## config.mk

```make
export PLATFORM = sky130hd
export DESIGN_NAME = ssd_sequence_ctrl
export DESIGN_NICKNAME = d
export VERILOG_FILES = /design/src/rtl/ssd_sequence_ctrl.sv
export SDC_FILE = /design/constraint.sdc
export NUM_CORES = 1
export LEC_CHECK = 0
export CAP_MARGIN = 20
export CORE_MARGIN = 8
export CORE_UTILIZATION = 45
export DETAILED_ROUTE_END_ITERATION = 16
export DONT_BUFFER_PORTS = 1
export PLACE_DENSITY = 0.71
export SYNTH_ARGS = -nofsm -noshare
export SYNTH_HDL_FRONTEND = slang
export SYNTH_SLANG_ARGS = --single-unit
```

## constraint.sdc

```tcl
create_clock -name clock -period 1.4 [get_ports clock]
set_input_delay 0.14 -clock clock [delete_from_list [all_inputs] [get_ports clock]]
set_output_delay 0.14 -clock clock [all_outputs]
set_load 0.1 [all_outputs]
```

## src/rtl/ssd_sequence_ctrl.sv

```systemverilog
// ssd_sequence_ctrl
//   Re-armable serial pattern search controller. On an accepted start it
//   latches a PAT_W-bit target pattern and a search window, then shifts in
//   one serial bit per SEARCH cycle. It reports a hit or a timeout, and
//   keeps a saturating count of hits since the last accepted start.
//
//   Compile-time option:
//     SSD_REARM_EN  when defined, HIT returns to SEARCH with fill and window
//                   counts cleared, so searching continues until abort or
//                   timeout. When undefined, HIT returns to IDLE, so each
//                   start produces at most one match.
//
// Ports
//   clock      rising-edge system clock
//   reset      asynchronous, active-low reset
//   start      arm request (honoured only in IDLE, and only without abort)
//   abort      cancel request (honoured in any non-IDLE state)
//   pat        target pattern, oldest bit = MSB, latched on accepted start
//   window     max bits searched per arm (0 = unlimited), latched on start
//   in         serial data bit, sampled every SEARCH cycle
//   busy       state is not IDLE
//   hit        one-cycle pulse per match (the HIT state)
//   found      sticky: at least one match since last accepted start
//   timeout    sticky: window expired without a match since last start
//   hit_count  saturating match count since last accepted start

module ssd_sequence_ctrl #(
  parameter int PAT_W = 4,
  parameter int WIN_W = 8,
  parameter int CNT_W = 8
) (
  input  logic             clock,
  input  logic             reset,
  input  logic             start,
  input  logic             abort,
  input  logic [PAT_W-1:0] pat,
  input  logic [WIN_W-1:0] window,
  input  logic             in,
  output logic             busy,
  output logic             hit,
  output logic             found,
  output logic             timeout,
  output logic [CNT_W-1:0] hit_count
);

  // The fill count only needs to reach PAT_W and then saturate.
  localparam int FILL_W = $clog2(PAT_W + 1);
  localparam logic [FILL_W-1:0] FILL_FULL = FILL_W'(PAT_W);

  typedef enum logic [1:0] {
    IDLE   = 2'd0,
    SEARCH = 2'd1,
    HIT    = 2'd2,
    TOUT   = 2'd3
  } state_t;

  state_t state;
  state_t state_nx;

  logic [PAT_W-1:0]  pat_q;
  logic [PAT_W-1:0]  pat_nx;
  logic [WIN_W-1:0]  win_q;
  logic [WIN_W-1:0]  win_nx;
  logic [PAT_W-1:0]  sr;
  logic [PAT_W-1:0]  sr_nx;
  logic [FILL_W-1:0] fill;
  logic [FILL_W-1:0] fill_nx;
  logic [WIN_W-1:0]  wcnt;
  logic [WIN_W-1:0]  wcnt_nx;
  logic              found_nx;
  logic              timeout_nx;
  logic [CNT_W-1:0]  count_nx;

  logic [PAT_W-1:0]  sr_shift;
  logic [FILL_W-1:0] fill_inc;
  logic [WIN_W-1:0]  wcnt_inc;
  logic              match;
  logic              win_done;

  // Values the search registers take if the current bit is consumed.
  // A match needs a full shift register of bits gathered since the last
  // (re)arm, which is what makes matching non-overlapping after a hit.
  assign sr_shift = {sr[PAT_W-2:0], in};
  assign fill_inc = (fill == FILL_FULL) ? fill : fill + FILL_W'(1);
  assign wcnt_inc = wcnt + WIN_W'(1);
  assign match    = (fill_inc == FILL_FULL) && (sr_shift == pat_q);
  assign win_done = (win_q != '0) && (wcnt_inc == win_q);

  assign busy = (state != IDLE);
  assign hit  = (state == HIT);

  always_comb begin
    state_nx   = state;
    pat_nx     = pat_q;
    win_nx     = win_q;
    sr_nx      = sr;
    fill_nx    = fill;
    wcnt_nx    = wcnt;
    found_nx   = found;
    timeout_nx = timeout;
    count_nx   = hit_count;

    case (state)
      IDLE: begin
        if (start && !abort) begin
          pat_nx     = pat;
          win_nx     = window;
          sr_nx      = '0;
          fill_nx    = '0;
          wcnt_nx    = '0;
          found_nx   = 1'b0;
          timeout_nx = 1'b0;
          count_nx   = '0;
          state_nx   = SEARCH;
        end
      end

      SEARCH: begin
        if (abort) begin
          state_nx = IDLE;
        end else begin
          sr_nx   = sr_shift;
          fill_nx = fill_inc;
          wcnt_nx = wcnt_inc;
          // A match on the final window bit wins over the timeout.
          if (match) begin
            state_nx = HIT;
          end else if (win_done) begin
            state_nx = TOUT;
          end
        end
      end

      HIT: begin
        // The hit is booked even when abort arrives in this cycle.
        found_nx = 1'b1;
        if (hit_count != '1) begin
          count_nx = hit_count + CNT_W'(1);
        end
        if (abort) begin
          state_nx = IDLE;
        end else begin
`ifdef SSD_REARM_EN
          fill_nx  = '0;
          wcnt_nx  = '0;
          state_nx = SEARCH;
`else
          state_nx = IDLE;
`endif
        end
      end

      TOUT: begin
        timeout_nx = 1'b1;
        state_nx   = IDLE;
      end

      default: begin
        state_nx = IDLE;
      end
    endcase
  end

  always_ff @(posedge clock or negedge reset) begin
    if (!reset) begin
      state     <= IDLE;
      pat_q     <= '0;
      win_q     <= '0;
      sr        <= '0;
      fill      <= '0;
      wcnt      <= '0;
      found     <= 1'b0;
      timeout   <= 1'b0;
      hit_count <= '0;
    end else begin
      state     <= state_nx;
      pat_q     <= pat_nx;
      win_q     <= win_nx;
      sr        <= sr_nx;
      fill      <= fill_nx;
      wcnt      <= wcnt_nx;
      found     <= found_nx;
      timeout   <= timeout_nx;
      hit_count <= count_nx;
    end
  end

endmodule

```

==> reports/qor.yml, run 1 <==
outcome: "complete, but fails checks"
violations: "setup timing"
hold_viol: 0
arrival_ns: 1.83
path_class: "reg -> reg"
vias: 1905
ys.flop_type: "dfrtp_1"
hold-path-endpoint: "state[0]$_DFFE_PN0P_"
cts_buffers: 5
syn2layout_area_growth_pct: 47.4
utilization_pct: 68.7
reg2reg_from: "hit_count[1]$_DFFE_PN0P_"
drv_cap: 0
avgSynthCellArea_um2: 9.33
syn_inst: 216
r2r_slack_ns: -0.21
required_ns: 1.62
slew_headroom_pct: 74.4
hold_class: "in -> reg"
clock.fmax_mhz: 621
stdcell_count: 337
ios: 29
clock_skew_ns: 0.00908
diodes: 0
postPlaceCellArea_um2: 2440
start_util_pct: 46.6
synth-seq-area-share_pct: 47.2
design_area_um2: 2970
synth.distinct_cells: 45
nets: 305
die_w_um: 82.9
synth_edf_count: 0
yosysTopAreaCellShare_pct: 47.2
syn-num-nets: 237
endpoint_kind: "register"
wl_met2_um: 2930
fin_crit_ns: 1.61
first_pass_iters: 4
finalWorstSetupSlack_ns: -0.211
cts_tree: "built"
wl_met1_um: 2480
vias_per_cell: 5.65
synth_most_common_cell: "nand2_1"
antenna_found_initial: 0
num_rows: 24
p_per_area_nw_per_um2: 1150
ys_ff_latch: 38
synth.top_cells.by_area: "dfrtp_1, nand2_1, xnor2_1"
numPortBuffers: 0
worstMarginPinSlew_ns: 0.383
yosys_warnings: 0
fp.dieH_um: 82.9
power_leakage_nw: 1.29
grt_pass1_vias: 1864
dpl.cell_count: 301
clock_latency_ns: 0.30
clk_pin_slew_ns: 0.08
syn-cell-area_um2: 2020
globalplace.congestion: 0.914
root_buffer: "clkbuf_8"
core_um2: 4320
startpoint: "hit_count[1]$_DFFE_PN0P_"
cp_max_fo: 2
clockBufferDepth: 2
grt_overflow: 0
drt-wirelength-per-cell_um: 17.0
dp_slack_ns: -0.310
htree_num_levels: 2
ys_top_cells_by_count: "nand2_1, dfrtp_1, o21ai_0, nor2_1, xnor2_1"
hold_depth: 4
hold_start: "in"
cts.sinks: 38
rsz0062_at_grt: "true"
holdWs_ns: 0.218
ant_nets: 0
drv_slew: 0
layout-drive-gt1-share_pct: 34.7
drt_wl_total_um: 5740
grt_usage_pct: 14.9
period_share_pct: 115
grt_first_pass_wirelength_um: 8740
dr.max_layer_used: "met4"
finalSetupViolCount: 28
drtIter0Drc: 92
fill_cells: 339
grt_max_degree: 39
met3_length_um: 255
r2r-end: "hit_count[7]$_DFFE_PN0P_"
drcViolationCount: 0
synthArstFlopShare_pct: 100
startpoint_type: "register"
ir_drop_uv: 910
hpwl_um: 3390
reg2reg_depth: 5
die_area_um2: 6880
synth_area_leader_cell: "dfrtp_1"
-- worst max-delay path: stages (launching register included) --
cell and delay (ns):
dfrtp_4 0.51, ha_4 0.18, a41oi_4 0.24, nand3_2 0.12, or3_4 0.36, a21oi_2 0.13
-- routing by layer --
metal,global-route usage [%],vias to the layer above
li1,-,896
met1,17.7,946
met2,25.5,51
met3,3.52,12
met4,5.27,0
met5,0,-
-- flip-flops by register name, indices dropped and copies added (netlist names) --
signal     flops
state          2
win_q          8
pat_q          4
wcnt           8
fill           3
sr             3
hit_count      8
found          1
timeout        1
-- cell usage in the layout, fill, tap and decap left out, types with 6 or more instances in the layout --
cell / instances
dfrtp_1: 29
xnor2_1: 9
buf_4: 41
o21ai_1: 9
o21ai_0: 8
dfrtp_4: 6
nor2_1: 7
nand2_1: 49
a22o_1: 6
dlygate4sd3_1: 14
-- logic make-up (layout without fill, tap and decap cells) --
kind of cell	after synthesis	count (layout)	share of synthesized area, %
simple gates	94	94	22.4
compound gates	47	47	16.4
flops	38	38	47.2
xor+xnor	15	15	6.52
buf+inv	15	84	3.54
fa+ha+maj	4	4	2.48
mux	3	3	1.49
-- report_power, final --
group	switching [mW]	leakage (nW)	internal, mW
registers	0.174	0.488	1.25
logic	0.504	0.749	0.549
clock network	0.408	0.0504	0.530
-- timing repair --
| action | 4_1_cts | 5_1_grt |
|---|---|---|
| pin swaps | 5 | 10 |
| hold buffers | 15 | 0 |
| buffers inserted | 2 | 9 |
| gates cloned | 0 | 2 |
| hold endpoints to repair | 51 | 0 |
| setup endpoints to repair | 21 | 37 |
| resized for setup | 15 | 24 |
-- area by class of cell --
| type | count | area (µm²) | share of cell area, % |
|---|---|---|---|
| multi-input cells | 163 | 1140 | 38.4 |
| flip-flops and latches | 38 | 977 | 32.9 |
| well taps | 52 | 65.1 | 2.19 |
| clock inverters | 3 | 45.0 | 1.52 |
| clock buffers | 5 | 68.8 | 2.32 |
| repair buffers | 67 | 639 | 21.5 |
| inverters | 9 | 33.8 | 1.14 |
-- stage by stage --
step | TNS, ns | total power, mW
3_5_place_dp | -4.03 | 2.25
4_1_cts | -0.658 | 3.29
6_report | -1.53 | 3.41
5_1_grt | -3.69 | 3.59
2_1_floorplan | -1.18 | 1.95
3_3_place_gp | -2.99 | 2.21
-- worst max path at each step --
stage                          endpoint  slack [ns]  cells after the start
2_1_floorplan  hit_count[7]$_DFFE_PN0P_       -0.35                      5
3_3_place_gp        wcnt[4]$_DFFE_PN0P_       -0.24                      4
3_5_place_dp        wcnt[4]$_DFFE_PN0P_       -0.31                      4
4_1_cts            state[1]$_DFFE_PN0P_       -0.16                      7
5_1_grt        hit_count[7]$_DFFE_PN0P_       -0.25                      5
6_report       hit_count[7]$_DFFE_PN0P_       -0.21                      5
(Power assumes the default switching activity.)
==> inputs of run 2 (changes only) <==
--- a/config.mk
+++ b/config.mk
@@ -8,6 +8,7 @@
 export CAP_MARGIN = 20
 export CORE_MARGIN = 8
 export CORE_UTILIZATION = 45
+export CTS_CLUSTER_DIAMETER = 120
 export DETAILED_ROUTE_END_ITERATION = 16
 export DONT_BUFFER_PORTS = 1
 export PLACE_DENSITY = 0.71
==> results of run 2 <==
Final layout, timing and power as in run 1 (identical DEF).
==> inputs of run 3 (changes only) <==
--- a/config.mk
+++ b/config.mk
@@ -11,7 +11,7 @@
 export CTS_CLUSTER_DIAMETER = 120
 export DETAILED_ROUTE_END_ITERATION = 16
 export DONT_BUFFER_PORTS = 1
-export PLACE_DENSITY = 0.71
+export PLACE_DENSITY = 0.69
 export SYNTH_ARGS = -nofsm -noshare
 export SYNTH_HDL_FRONTEND = slang
 export SYNTH_SLANG_ARGS = --single-unit
==> constraint.sdc (replaced) <==
create_clock -name clock -period 1.9 [get_ports clock]
set_input_delay 0.19 -clock clock [delete_from_list [all_inputs] [get_ports clock]]
set_output_delay 0.19 -clock clock [all_outputs]
set_load 0.1 [all_outputs]
==> run 3 against run 2 <==
Net effect:
- the flow now finishes without violations
- non-clock buffer count fell by 41
- critical path depth rose by 1
- die area did not move
- first-iteration DRC count fell by 6.5%
- clock power fell by 38%
- final area fell by 20%
- hold slack got worse by 0.21 ns
- worst setup slack improved by 0.41 ns
- combinational power fell by 52%
- critical endpoint is now state[1]$_DFFE_PN0P_
- largest cell class unchanged
==> reports/qor.yml, run 3 (synthesis results as in run 1) <==
outcome: "finished, final reports clean"  # was complete, but fails checks
grt_pass1_vias: 1671  # was 1864
vias_per_cell: 5.50  # was 5.65
cp_max_fo: 7  # was 2
vias: 1627  # was 1905
clock_skew_ns: 0.00293  # was 0.00908 ns
ant_nets: 0  # unchanged
num_rows: 24  # unchanged
required_ns: 2.09  # was 1.62 ns
arrival_ns: 1.88  # was 1.83 ns
drt_wl_total_um: 4490  # was 5740 µm
final_cell_mix: "nand2_1, dfrtp_1, o21ai_0, buf_4, xnor2_1"  # was nand2_1, buf_4, dfrtp_1
grt_max_degree: 39  # unchanged
first_pass_iters: 4  # unchanged
holdWs_ns: 0.00553  # was 0.218 ns
drv_slew: 0  # unchanged
grt_usage_pct: 13.4  # was 14.9%
numPortBuffers: 0  # unchanged
power_leakage_nw: 1.05  # was 1.29 nW
fin_tns_setup_ns: 0  # was -1.53 ns
postPlaceCellArea_um2: 2180  # was 2440 µm²
finalSetupViolCount: 0  # was 28
hpwl_um: 3130  # was 3390 µm
clock.fmax_mhz: 589  # was 621 MHz
die_w_um: 82.9  # unchanged
endpoint_kind: "register"  # unchanged
period_share_pct: 89.4  # was 115%
fp.dieH_um: 82.9  # unchanged
root_buffer: "clkbuf_8"  # unchanged
clk_pin_slew_ns: 0.07  # was 0.08 ns
drv_cap: 0  # unchanged
dpl.cell_count: 278  # was 301
ios: 29  # unchanged
stdcell_count: 296  # was 337
grt_overflow: 0  # unchanged
die_area_um2: 6880  # unchanged
power.total_mw: 2.13  # was 3.41 mW
syn2layout_area_growth_pct: 18.2  # was 47.4%
worstMarginPinSlew_ns: 0.526  # was 0.383 ns
rsz0062_at_grt: "false"  # was true
drcViolationCount: 0  # unchanged
top_regs: "hit_count: 8 flops, wcnt: 8 flops, win_q: 8 flops"  # unchanged
layout-drive-gt1-share_pct: 16.4  # was 34.7%
layout_commonest_cell: "nand2_1"  # unchanged
drt-wirelength-per-cell_um: 15.2  # was 17.0 µm
grt_first_pass_wirelength_um: 7730  # was 8740 µm
drtIter0Drc: 86  # was 92
htree_num_levels: 2  # unchanged
path_class: "reg -> reg"  # unchanged
cts_buffers: 5  # unchanged
start_util_pct: 46.6  # unchanged
design_area_um2: 2380  # was 2970 µm²
hold_class: "in -> reg"  # unchanged
slew_headroom_pct: 65.1  # was 74.4%
fin_crit_ns: 1.70  # was 1.61 ns
cts.sinks: 38  # unchanged
p_per_area_nw_per_um2: 894  # was 1150 nW/µm²
cts_tree: "built"  # unchanged
hold_viol: 0  # unchanged
core_um2: 4320  # unchanged
antenna_found_initial: 0  # unchanged
diodes: 0  # unchanged
globalplace.congestion: 0.890  # was 0.914
utilization_pct: 55.1  # was 68.7%
clock_latency_ns: 0.29  # was 0.30 ns
ir_drop_uv: 717  # was 910 µV
finalWorstSetupSlack_ns: 0.202  # was -0.211 ns
clockBufferDepth: 2  # unchanged
dp_slack_ns: 0.124  # was -0.310 ns
nets: 264  # was 305
startpoint_type: "register"  # unchanged
## run 3: changes by cell type in the layout (fill, tap and decap cells not counted), moves of 4 or more
cell,delta
o21ai_1,-7
dlygate4sd3_1,-5
o21ai_0,+8
inv_1,+4
dfrtp_4,-6
buf_6,-5
inv_2,-4
buf_4,-25
## run 3: final cells by class
| class | count | area, µm² |
|---|---|---|
| fill | 401 | 1940 |
| multi-input combinational | 163 | 1000 |
| sequential | 38 | 958 |
| timing repair buffer | 26 | 230 |
| clock buffer | 7 | 86.3 |
| tap | 52 | 65.1 |
| inverter | 9 | 33.8 |
| clock inverter | 1 | 5.00 |
## run 3: timing repair
action                                  4_1_cts  5_1_grt
gates resized for setup                       0        2
endpoints found under the setup margin        0        1
buffers inserted                              0        0
hold buffers                                 10        0
endpoints found under the hold margin        46        0
## run 3: worst paths after layout
check	from	to	slack, ns	depth (start not counted)
setup / recovery	wcnt[0]$_DFFE_PN0P_	state[1]$_DFFE_PN0P_	0.20	6
hold / removal	pat[1]	pat_q[1]$_DFFE_PN0P_	0.006	2
setup reg to reg	wcnt[0]$_DFFE_PN0P_	state[1]$_DFFE_PN0P_	0.20	6
hold reg to reg	found$_DFFE_PN0P_	found$_DFFE_PN0P_	0.49	2
max in group asynchronous	reset	hit_count[2]$_DFFE_PN0P_	1.35	2
min in group asynchronous	reset	win_q[4]$_DFFE_PN0P_	0.34	2
## run 3: worst max-delay path, cell delays in order, from the launching register on
cell	delay [ns]
dfrtp_1	0.44
ha_2	0.27
nand3_1	0.16
nor2_2	0.23
xor2_1	0.18
a211oi_1	0.09
a32o_1	0.22
## run 3: where the power goes
part	switching [mW]	leakage [nW]	internal, mW
sequential	0.137	0.495	0.918
clock	0.286	0.0482	0.293
combinational	0.277	0.507	0.221
total	0.700	1.05	1.43
## run 3: metal layers
metal,up-vias,wire length [µm],track usage [%]
met5,-,0,0
met4,0,93,5.75
met3,10,286,4.49
met2,42,2080,21.5
met1,762,2030,15.8
li1,813,-,-
